<file path="config.mk">
export PLATFORM = sky130hd
export DESIGN_NAME = key_click_decoder
export DESIGN_NICKNAME = d
export VERILOG_FILES = /design/src/rtl/key_pkg.sv /design/src/rtl/key_click_decoder.sv
export SDC_FILE = /design/constraint.sdc
export NUM_CORES = 1
export LEC_CHECK = 0
export ABC_AREA = 1
export CELL_PAD_IN_SITES_DETAIL_PLACEMENT = 1
export CELL_PAD_IN_SITES_GLOBAL_PLACEMENT = 1
export CORE_ASPECT_RATIO = 1.25
export CORE_MARGIN = 2
export CORE_UTILIZATION = 44
export CTS_CLUSTER_SIZE = 14
export DETAILED_ROUTE_END_ITERATION = 10
export PLACE_DENSITY = 0.9
export SYNTH_ARGS = -nofsm -noshare
export SYNTH_HDL_FRONTEND = slang
export SYNTH_SLANG_ARGS = --single-unit
</file>
<file path="constraint.sdc">
create_clock -name sys_clk -period 1.51 [get_ports sys_clk]
set_input_delay 0.302 -clock sys_clk [delete_from_list [all_inputs] [get_ports sys_clk]]
set_output_delay 0.302 -clock sys_clk [all_outputs]
set_load 0.05 [all_outputs]
</file>
<file path="src/rtl/key_pkg.sv">
// key_pkg: shared state encoding and click codes for the key click decoder
package key_pkg;
    typedef enum logic {
        IDLE = 1'b0,
        WAIT = 1'b1
    } state_t;
    localparam logic [1:0] CLICK_SINGLE = 2'd1;
    localparam logic [1:0] CLICK_DOUBLE = 2'd2;
    localparam logic [1:0] CLICK_TRIPLE = 2'd3;
    localparam logic [1:0] MAX_CLICKS   = 2'd3;
endpackage

</file>
<file path="src/rtl/key_click_decoder.sv">
// key_click_decoder: groups debounced key presses into single/double/triple clicks
//   sys_clk, sys_rst_n : clock, asynchronous active-low reset
//   key_flag           : one-cycle debounced press pulse
//   click_valid        : one-cycle pulse when a click sequence completes
//   click_num          : click count of that sequence (0 when click_valid is low)
//   busy               : a sequence is open
module key_click_decoder
    import key_pkg::*;
#(
    parameter logic [24:0] CNT_GAP = 25'd24_999_999
) (
    input  logic       sys_clk,
    input  logic       sys_rst_n,
    input  logic       key_flag,
    output logic       click_valid,
    output logic [1:0] click_num,
    output logic       busy
);
    state_t      state, state_nxt;
    logic [24:0] cnt_gap;
    logic [1:0]  click_cnt;
    logic        gap_done;

    assign gap_done = cnt_gap == CNT_GAP;

    always_ff @(posedge sys_clk or negedge sys_rst_n) begin
        if (!sys_rst_n) state <= IDLE;
        else            state <= state_nxt;
    end

    // a press in the same cycle as window expiry keeps the sequence open
    always_comb begin
        state_nxt = state;
        if (state == IDLE) state_nxt = key_flag ? WAIT : IDLE;
        else               state_nxt = (!key_flag && gap_done) ? IDLE : WAIT;
    end

    always_comb busy = state == WAIT;

    always_ff @(posedge sys_clk or negedge sys_rst_n) begin
        if (!sys_rst_n) begin
            cnt_gap     <= '0;
            click_cnt   <= '0;
            click_valid <= 1'b0;
            click_num   <= '0;
        end else begin
            click_valid <= 1'b0;
            click_num   <= '0;
            if (state == IDLE) begin
                cnt_gap   <= '0;
                click_cnt <= key_flag ? CLICK_SINGLE : 2'd0;
            end else if (key_flag) begin
                cnt_gap   <= '0;
                click_cnt <= (click_cnt == MAX_CLICKS) ? click_cnt : click_cnt + 2'd1;
            end else if (!gap_done) begin
                cnt_gap <= cnt_gap + 25'd1;
            end else begin
                click_valid <= 1'b1;
                click_num   <= click_cnt;
                cnt_gap     <= '0;
                click_cnt   <= '0;
            end
        end
    end
endmodule

</file>
==> results of run 1 <==
[cells in the final DEF, fill, tap and decap left out, drive strengths merged]
master and n:
nand3b 1, ha 2, dfrtp 31, xnor2 3, clkdlybuf4s50 2, nor2 64
a21oi 5, nand2 64, clkinv 1, bufinv 1, and2 1, nand4 5
o21bai 1, nor3 16, xor2 3, inv 37, o21ai 1, nand3 11
buf 31, clkbuf 7
[path summary, 6_finish.rpt]
kind	slack, ps	depth (start not counted)	from	end
worst max-delay path	-100	8	cnt_gap[1]	cnt_gap[12]
worst min-delay path	370	2	sys_rst_n	cnt_gap[11]
worst max register to register	-100	8	cnt_gap[1]	cnt_gap[12]
worst min register to register	530	2	click_cnt[1]	click_cnt[1]
max in group asynchronous	950	2	sys_rst_n	cnt_gap[16]
min in group sys_clk	530	2	click_cnt[1]	click_cnt[1]
[registers in the layout, indices dropped and copies added (netlist names)]
name	flops
busy	1
click_cnt	2
click_num	2
click_valid	1
cnt_gap	25
[metrics by stage]
stage	hold WS, ps	instances	utilization
4_1_cts	384.1	330	0.5816
2_1_floorplan	6.409	247	-
6_report	367.6	341	0.6656
5_1_grt	393.7	341	0.6656
3_5_place_dp	512.7	322	0.5420
3_3_place_gp	491.1	322	0.5420
[routing by layer]
layer	track usage	up-vias	wire [um]	part of all wire
met5	0	-	0	0
met4	0.1739	0	391	0.054
met3	0.06357	33	325	0.045
met2	0.5030	64	3789	0.53
met1	0.2726	918	2710	0.38
li1	-	829	-	-
[power by group through the flow]
| stage | Clock, W | Combinational [W] | Sequential, W |
|---|---|---|---|
| floorplan | 0 | 0.0000685 | 0.000885 |
| global placement | 0 | 0.000124 | 0.000888 |
| detailed placement | 0 | 0.000130 | 0.000889 |
| CTS | 0.000870 | 0.000138 | 0.000874 |
| global route | 0.000933 | 0.000184 | 0.000884 |
| finish | 0.000905 | 0.000166 | 0.000882 |
[cell families after synthesis]
logic type / Yosys count / synth area share
DFF: 31 / 0.4397
xor gates and xnor gates: 6 / 0.02979
and+or+nand+nor: 162 / 0.4071
AOI/OAI and AO/OA: 7 / 0.02127
buffers and inverters: 39 / 0.08794
adders and majority gates: 2 / 0.01418
[cell type report]
cell class                      count  area [sq um]
Clock buffer                        6         82.58
Clock inverter                      2         35.03
Fill cell                         458          1276
Inverter                           37         148.9
Multi-Input combinational cell    177          1057
Sequential cell                    31         780.7
Tap cell                           54         67.56
Timing Repair Buffer               34         367.9
[what timing repair did]
action | CTS | global route
hold buffers | 0 | 0
endpoints found under the setup margin | 26 | 28
pin swaps | 0 | 15
buffers inserted | 0 | 10
resized for setup | 10 | 56
cloned | 0 | 1
==> impl_metrics.py, run 1 <==
metrics = {
    "worst_hold_path": {
        "worstHoldPathType": "in -> async",
    },
    "yosys": {
        "synth_edf_count": 0,
        "synth_cells": 247,
        "synth_top_area_cell": "dfrtp_1",
        "synth_top_area_frac": 0.4397,
        "synth_area_sq_um": 1764,
        "yosys_warnings": 0,
        "synth_area_per_cell_sq_um": 7.142,
        "yosys-top-cells-area": "dfrtp_1, nand2_1, nor2_1",
        "ys_seq_elements": 31,
        "synthArstFlopShare": 1.000,
        "ys.flop_type": "dfrtp_1",
        "synthTopCellsByCount": "nand2_1, nor2_1, inv_1, dfrtp_1, nor3_1",
        "syn_nets": 252,
        "synth_cell_types": 22,
        "ys_seq_area_frac": 0.4397,
        "yosysMostFrequentCell": "nand2_1",
    },
    "power": {
        "seq_power_share": 0.451,
        "p_sw_frac": 0.2522,
        "vdd_ir_drop_max_mv": 0.7039,
        "power_switching_w": 0.0004926,
        "leakagePower_nw": 1.207,
        "internal-power_w": 0.001460,
        "power.density_nw_per_um2": 768.9,
        "comb_power_share": 0.085,
        "total_power_w": 0.001953,
        "clkPwrFrac": 0.463,
    },
    "sta": {
        "finalWorstSetupSlack_ps": -97.91,
        "hold_viol": 0,
        "slew_headroom": 0.7482,
        "fin_crit_ps": 1608,
        "rsz0062_at_grt": "true",
        "finClkSkew_ps": 12.42,
        "tns_ps": -607.1,
        "drv_slew": 0,
        "tightest_slew_ps": 374.9,
        "finalSetupViolCount": 16,
        "max_freq_ghz": 0.6219,
        "finalCritPeriodShare": 1.065,
    },
    "route": {
        "routed-via-count": 1844,
        "route.detailed.drc": 0,
        "drtIter0Drc": 148,
        "wire_per_inst_um": 21.16,
        "firstDrtPassIters": 4,
        "drtAntennaViolNets": 0,
        "finalWirelength_mm": 7.216,
        "vias_per_cell": 5.408,
    },
    "setup_path": {
        "cp_slowest_cell": "dfrtp_1",
        "start_kind": "flip-flop",
        "crit_chain": "ha_4 > nand2_4 > nor2_4 > nand2_4 > buf_4 > o21bai_1 > nand2_1 > nor2_1",
        "path_class": "reg -> reg",
        "worstPathMaxFanout": 5,
        "critPathMostFrequentCell": "nand2_4",
        "critPathRequiredTime_ps": 1730,
        "end_kind": "flip-flop",
        "arrival_ps": 1830,
        "crit_path_max_incr_delay_ps": 450,
        "cp_top_family": "simple AND/OR/NAND/NOR gates",
        "cp.buffers_inverters": 1,
    },
    "floorplan": {
        "fp.coreArea_sq_um": 3816,
        "floorplan.initialDensity": 0.4623,
        "io_pins": 7,
        "die_w_um": 60.64,
        "core.rowCount": 25,
        "dieArea_sq_um": 4535,
        "die_h_um": 74.80,
    },
    "cells_and_area": {
        "finalInstanceArea_sq_um": 2540,
        "drive_above_1_share": 0.3310,
        "syn2layout_area_growth_pct": 43.97,
        "nets": 291,
        "antennaDiodeCount": 0,
    },
    "placed_design": {
        "place_area_sq_um": 2068,
        "io_buffer_count": 6,
        "globalplace.congestion": 0.8230,
        "place_hpwl_mm": 3.830,
        "place_ws_ps": -124.2,
    },
    "clock_tree": {
        "cts-root-buf": "clkbuf_8",
        "cts_tree": "done",
        "clkTransAtPathRegs_ps": 80,
        "worstSkewPairLatency_ps": 300,
        "cts_sinks": 31,
        "cts_made_buffers": 5,
        "cts_max_level": 2,
        "clockBufferDepth": 2,
    },
    "global_routing": {
        "grt_max_degree": 32,
        "grt_pass1_wl_mm": 8.894,
        "antenna_found_initial": 0,
        "grt.total_usage": 0.2752,
        "grt_pass1_vias": 1938,
        "grt_overflow": 0,
    },
    "status": {
        "status": "finished with violations",
        "violations": "setup timing",
    },
    "job": {
        "cap_violations": 0,
    },
}
No activity file was read; power rests on OpenSTA's default activity.
==> run 2: changes to the inputs <==
- CORE_MARGIN: 2 -> not set
- clock period: 1.51 -> 1.6 ns (I/O delays scaled with it)
==> impl_metrics.py, run 2 (synthesis results as in run 1) <==
metrics = {
    "sta": {
        "finalSetupViolCount": 0,
        "rsz0062_at_grt": "true",
        "finClkSkew_ps": 5.803,
        "finalWorstSetupSlack_ps": 60.09,
        "slew_headroom": 0.7229,
        "tns_ps": 0,
        "max_freq_ghz": 0.6494,
        "fin_crit_ps": 1540,
        "drv_slew": 0,
        "finalCritPeriodShare": 0.9624,
        "tightest_slew_ps": 414.1,
        "hold_viol": 0,
    },
    "job": {
        "cap_violations": 0,
    },
    "setup_path": {
        "r2r-start": "cnt_gap[0]",
        "rrSetupSlack_ps": 60,
        "worstRegToRegCells": 9,
        "crit_start": "cnt_gap[0]",
        "start_kind": "flip-flop",
        "rr_endpoint": "cnt_gap[16]",
        "end_kind": "flip-flop",
        "path_class": "reg -> reg",
        "critPathRequiredTime_ps": 1780,
        "worstPathMaxFanout": 5,
        "arrival_ps": 1720,
    },
    "worst_hold_path": {
        "worstHoldPathType": "in -> async",
    },
    "route": {
        "drtIter0Drc": 41,
        "finalWirelength_mm": 4.732,
        "routed.top_layer": "met4",
        "drtAntennaViolNets": 0,
        "wire_per_inst_um": 14.60,
        "firstDrtPassIters": 4,
        "route.detailed.drc": 0,
        "wl_met2_mm": 2.540,
        "wl_met1_mm": 2.011,
        "met3WireLength_um": 88,
        "routed-via-count": 1614,
        "vias_per_cell": 4.981,
    },
    "clock_tree": {
        "cts_max_level": 2,
        "cts-root-buf": "clkbuf_8",
        "clkTransAtPathRegs_ps": 70,
        "cts_sinks": 31,
        "cts_tree": "done",
        "clockBufferDepth": 2,
        "cts_made_buffers": 5,
        "worstSkewPairLatency_ps": 290,
        "ctsHoldBuffers": 0,
    },
    "global_routing": {
        "grt_overflow": 0,
        "grt_pass1_wl_mm": 7.272,
        "grt.total_usage": 0.2334,
        "grt_pass1_vias": 1642,
        "grt_max_degree": 32,
        "antenna_found_initial": 0,
    },
    "placed_design": {
        "globalplace.congestion": 0.8322,
        "place_area_sq_um": 1938,
        "place_hpwl_mm": 3.281,
        "place_ws_ps": -9.142,
        "io_buffer_count": 6,
    },
    "cells_and_area": {
        "drive_above_1_share": 0.1889,
        "regMostFlops": "cnt_gap",
        "top_regs": "cnt_gap x25, click_cnt x2, click_num x2",
        "largest_register_ffs": 25,
        "syn2layout_area_growth_pct": 18.87,
        "finalInstanceArea_sq_um": 2097,
        "multi_input_area_sq_um": 882.1,
        "regArea_sq_um": 777.0,
        "utilization": 0.5495,
        "antennaDiodeCount": 0,
        "nets": 274,
        "most-common-layout-cells": "nand2_1, nor2_1, inv_1",
        "nFillCells": 528,
    },
    "floorplan": {
        "io_pins": 7,
        "core.rowCount": 25,
        "dieArea_sq_um": 4268,
        "fp.coreArea_sq_um": 3816,
        "floorplan.initialDensity": 0.4623,
        "die_h_um": 72.80,
        "die_w_um": 58.64,
    },
    "power": {
        "internal-power_w": 0.001154,
        "seq_power_share": 0.525,
        "clkPwrFrac": 0.399,
        "comb_power_share": 0.076,
        "power_switching_w": 0.0004186,
        "vdd_ir_drop_max_mv": 0.7110,
        "leakagePower_nw": 0.9348,
        "total_power_w": 0.001572,
        "p_sw_frac": 0.2662,
        "power.density_nw_per_um2": 749.8,
    },
    "status": {
        "status": "finished, final reports clean",
    },
}
run 2: cell types whose count changed in the layout (fill, tap and decap cells not counted), moves of 4 or more:
cell,before,now
nand2_4,9,1
nand2_1,47,54
buf_6,4,0
nor2_4,9,3
buf_12,6,1
buf_4,21,13
nor2_1,45,54
run 2: worst max-delay path: stages, from the launching register on:
cell and delay [ps]:
dfrtp_1 370, ha_1 190, nand2_2 80, inv_1 110, nand2_2 70, nor2_2 160
nand2_2 110, nand2_4 140, buf_4 160, nor3_2 40
run 2: timing repair:
item | 4_1_cts | 5_1_grt
gates cloned | 0 | 1
resized for setup | 2 | 12
buffers inserted | 0 | 2
setup endpoints to repair | 2 | 18
run 2: area by class of cell:
type / instances / area share
multi-input cells: 178 / 0.4206
flip-flops and latches: 31 / 0.3705
inverters: 37 / 0.06862
repair buffers: 16 / 0.06563
clock buffers: 5 / 0.03282
well taps: 54 / 0.03222
clock inverters: 3 / 0.009547
run 2: worst max-delay path by stage:
stage                             end  slack (ps)
after floorplan           cnt_gap[16]         170
after global placement    cnt_gap[24]          40
after detailed placement   cnt_gap[2]          -9
after CTS                 cnt_gap[16]          30
after global routing      cnt_gap[24]         -40
final                     cnt_gap[16]          60
run 2: metrics by stage:
step,hold slack (ps),cells
after floorplan,24.41,247
after global placement,443.0,313
after detailed placement,458.4,313
after CTS,442.0,321
after global routing,465.8,324
final,423.0,324
run 2: power groups by stage:
stage	registers (W)	clock network (W)	logic, W
2_1_floorplan	0.000835	0	0.0000646
3_3_place_gp	0.000839	0	0.000102
3_5_place_dp	0.000839	0	0.000108
4_1_cts	0.000824	0.000634	0.000110
5_1_grt	0.000827	0.000670	0.000136
6_report	0.000826	0.000627	0.000119
run 2: per-layer routing:
metal	vias to the layer above	GRT usage
met4	0	0.08730
li1	805	-
met1	784	0.2545
met2	15	0.4368
met3	10	0.04787
met5	-	0
==> run 3: changes to the inputs <==
- CORE_UTILIZATION: 44 -> 46
- CTS_BUF_LIST: not set -> sky130_fd_sc_hd__clkbuf_8
- PLACE_DENSITY: 0.9 -> 0.93
==> impl_metrics.py, run 3 (synthesis results as in run 1) <==
metrics = {
    "route": {
        "firstDrtPassIters": 4,
        "routed.top_layer": "met4",
        "route.detailed.drc": 0,
        "met3WireLength_um": 118,
        "routed-via-count": 1663,
        "drtIter0Drc": 62,
        "drtAntennaViolNets": 0,
        "vias_per_cell": 5.347,
        "finalWirelength_mm": 5.030,
        "wl_met2_mm": 2.732,
        "wire_per_inst_um": 16.17,
        "wl_met1_mm": 2.011,
    },
    "placed_design": {
        "place_ws_ps": -35.09,
        "place_hpwl_mm": 3.310,
        "io_buffer_count": 6,
        "globalplace.congestion": 0.8146,
    },
    "sta": {
        "hold_slack_ps": 383.4,
        "slew_headroom": 0.8145,
        "fin_crit_ps": 1566,
        "finClkSkew_ps": 5.321,
        "max_freq_ghz": 0.6386,
        "drv_slew": 0,
        "finalWorstSetupSlack_ps": 34.03,
        "rsz0062_at_grt": "true",
        "finalCritPeriodShare": 0.9787,
        "finalSetupViolCount": 0,
        "hold_viol": 0,
        "tightest_slew_ps": 277.3,
    },
    "global_routing": {
        "grt_pass1_vias": 1832,
        "grt_max_degree": 32,
        "grt.total_usage": 0.2713,
        "antenna_found_initial": 0,
        "grt_pass1_wl_mm": 8.238,
        "grt_overflow": 0,
    },
    "cells_and_area": {
        "utilization": 0.5970,
        "nFillCells": 443,
        "drive_above_1_share": 0.1912,
        "regMostFlops": "cnt_gap",
        "most-common-layout-cells": "nand2_1, nor2_1, inv_1",
        "top_regs": "cnt_gap x25, click_cnt x2, click_num x2",
        "nets": 276,
        "syn2layout_area_growth_pct": 20.92,
        "antennaDiodeCount": 0,
        "final_common_cell": "nand2_1",
        "largest_register_ffs": 25,
    },
    "floorplan": {
        "die_h_um": 71.24,
        "core.rowCount": 24,
        "dieArea_sq_um": 4088,
        "die_w_um": 57.39,
        "fp.coreArea_sq_um": 3573,
        "io_pins": 7,
        "floorplan.initialDensity": 0.4937,
    },
    "job": {
        "cap_violations": 0,
    },
    "clock_tree": {
        "cts_made_buffers": 5,
        "ctsHoldBuffers": 0,
        "cts_max_level": 2,
        "worstSkewPairLatency_ps": 290,
        "cts_sinks": 31,
        "cts-root-buf": "clkbuf_8",
        "clkTransAtPathRegs_ps": 70,
        "cts_tree": "done",
        "clockBufferDepth": 2,
    },
    "status": {
        "status": "finished, final reports clean",
    },
    "setup_path": {
        "crit_start": "cnt_gap[0]",
        "critPathRequiredTime_ps": 1770,
        "r2r-start": "cnt_gap[0]",
        "endpoint": "cnt_gap[16]",
        "rr_endpoint": "cnt_gap[16]",
        "arrival_ps": 1740,
        "path_class": "reg -> reg",
        "rrSetupSlack_ps": 30,
        "start_kind": "flip-flop",
        "worstRegToRegCells": 9,
        "worstPathMaxFanout": 7,
        "end_kind": "flip-flop",
    },
    "power": {
        "power.density_nw_per_um2": 831.0,
        "leakagePower_nw": 0.9698,
        "vdd_ir_drop_max_mv": 0.6745,
    },
    "worst_hold_path": {
        "worstHoldPathType": "in -> async",
    },
}
## run 3: cell count changes in the layout (fill, tap and decap cells not counted), moves of 2 or more
cell,delta
nor3_2,-3
nor3_1,+3
clkinvlp_4,-2
nor2_1,-2
## run 3: timing repair
item	in CTS	in global routing
pin swaps	0	3
endpoints found under the setup margin	19	26
endpoints found under the hold margin	0	0
buffers inserted	2	2
resized for setup	3	11
## run 3: worst min path at each step
| stage | startpoint | to | depth (start not counted) |
|---|---|---|---|
| floorplan | sys_rst_n | busy | 0 |
| global placement | cnt_gap[0] | cnt_gap[0] | 1 |
| global route | sys_rst_n | cnt_gap[20] | 2 |
| CTS | sys_rst_n | cnt_gap[17] | 2 |
| finish | sys_rst_n | cnt_gap[17] | 2 |
| detailed placement | cnt_gap[0] | cnt_gap[0] | 1 |
## run 3: critical path, cell delays in order (launching register included)
cell     delay (ps)
dfrtp_1         380
ha_2            200
nand2_2          90
inv_1            90
nand2_1          90
nor2_2          150
nand2_2         100
nand2_4         130
buf_4           170
nor3_1           50
## run 3: per-layer routing
| metal | vias up | track usage |
|---|---|---|
| met2 | 27 | 0.4587 |
| met4 | 0 | 0.1653 |
| met3 | 18 | 0.05235 |
| met5 | - | 0 |
| li1 | 806 | - |
| met1 | 812 | 0.3141 |
## run 3: cell type report
type                    count  area (sq um)  share of cell area
repair buffers             19         176.4             0.08270
flip-flops and latches     31         775.7              0.3636
clock buffers               6         82.58             0.03871
multi-input cells         177         873.3              0.4094
well taps                  39         48.80             0.02287
clock inverters             2         35.03             0.01642
inverters                  37         141.4             0.06628
## run 3: stage by stage
step           total power [W]  area [sq um]  TNS, ps  instances
3_3_place_gp         0.0009408          1939        0        299
6_report              0.001773          2133        0        311
2_1_floorplan        0.0008997          1764        0        247
5_1_grt               0.001839          2133    -1004        311
3_5_place_dp         0.0009521          1939   -168.1        299
4_1_cts               0.001772          2079        0        309
## run 3: power by group
part / leakage (nW) / internal, W / switching [W] / total, W
sequential: 0.423 / 0.000806 / 0.0000224 / 0.000828
clock: 0.0612 / 0.000504 / 0.000318 / 0.000822
combinational: 0.486 / 0.0000510 / 0.0000715 / 0.000123
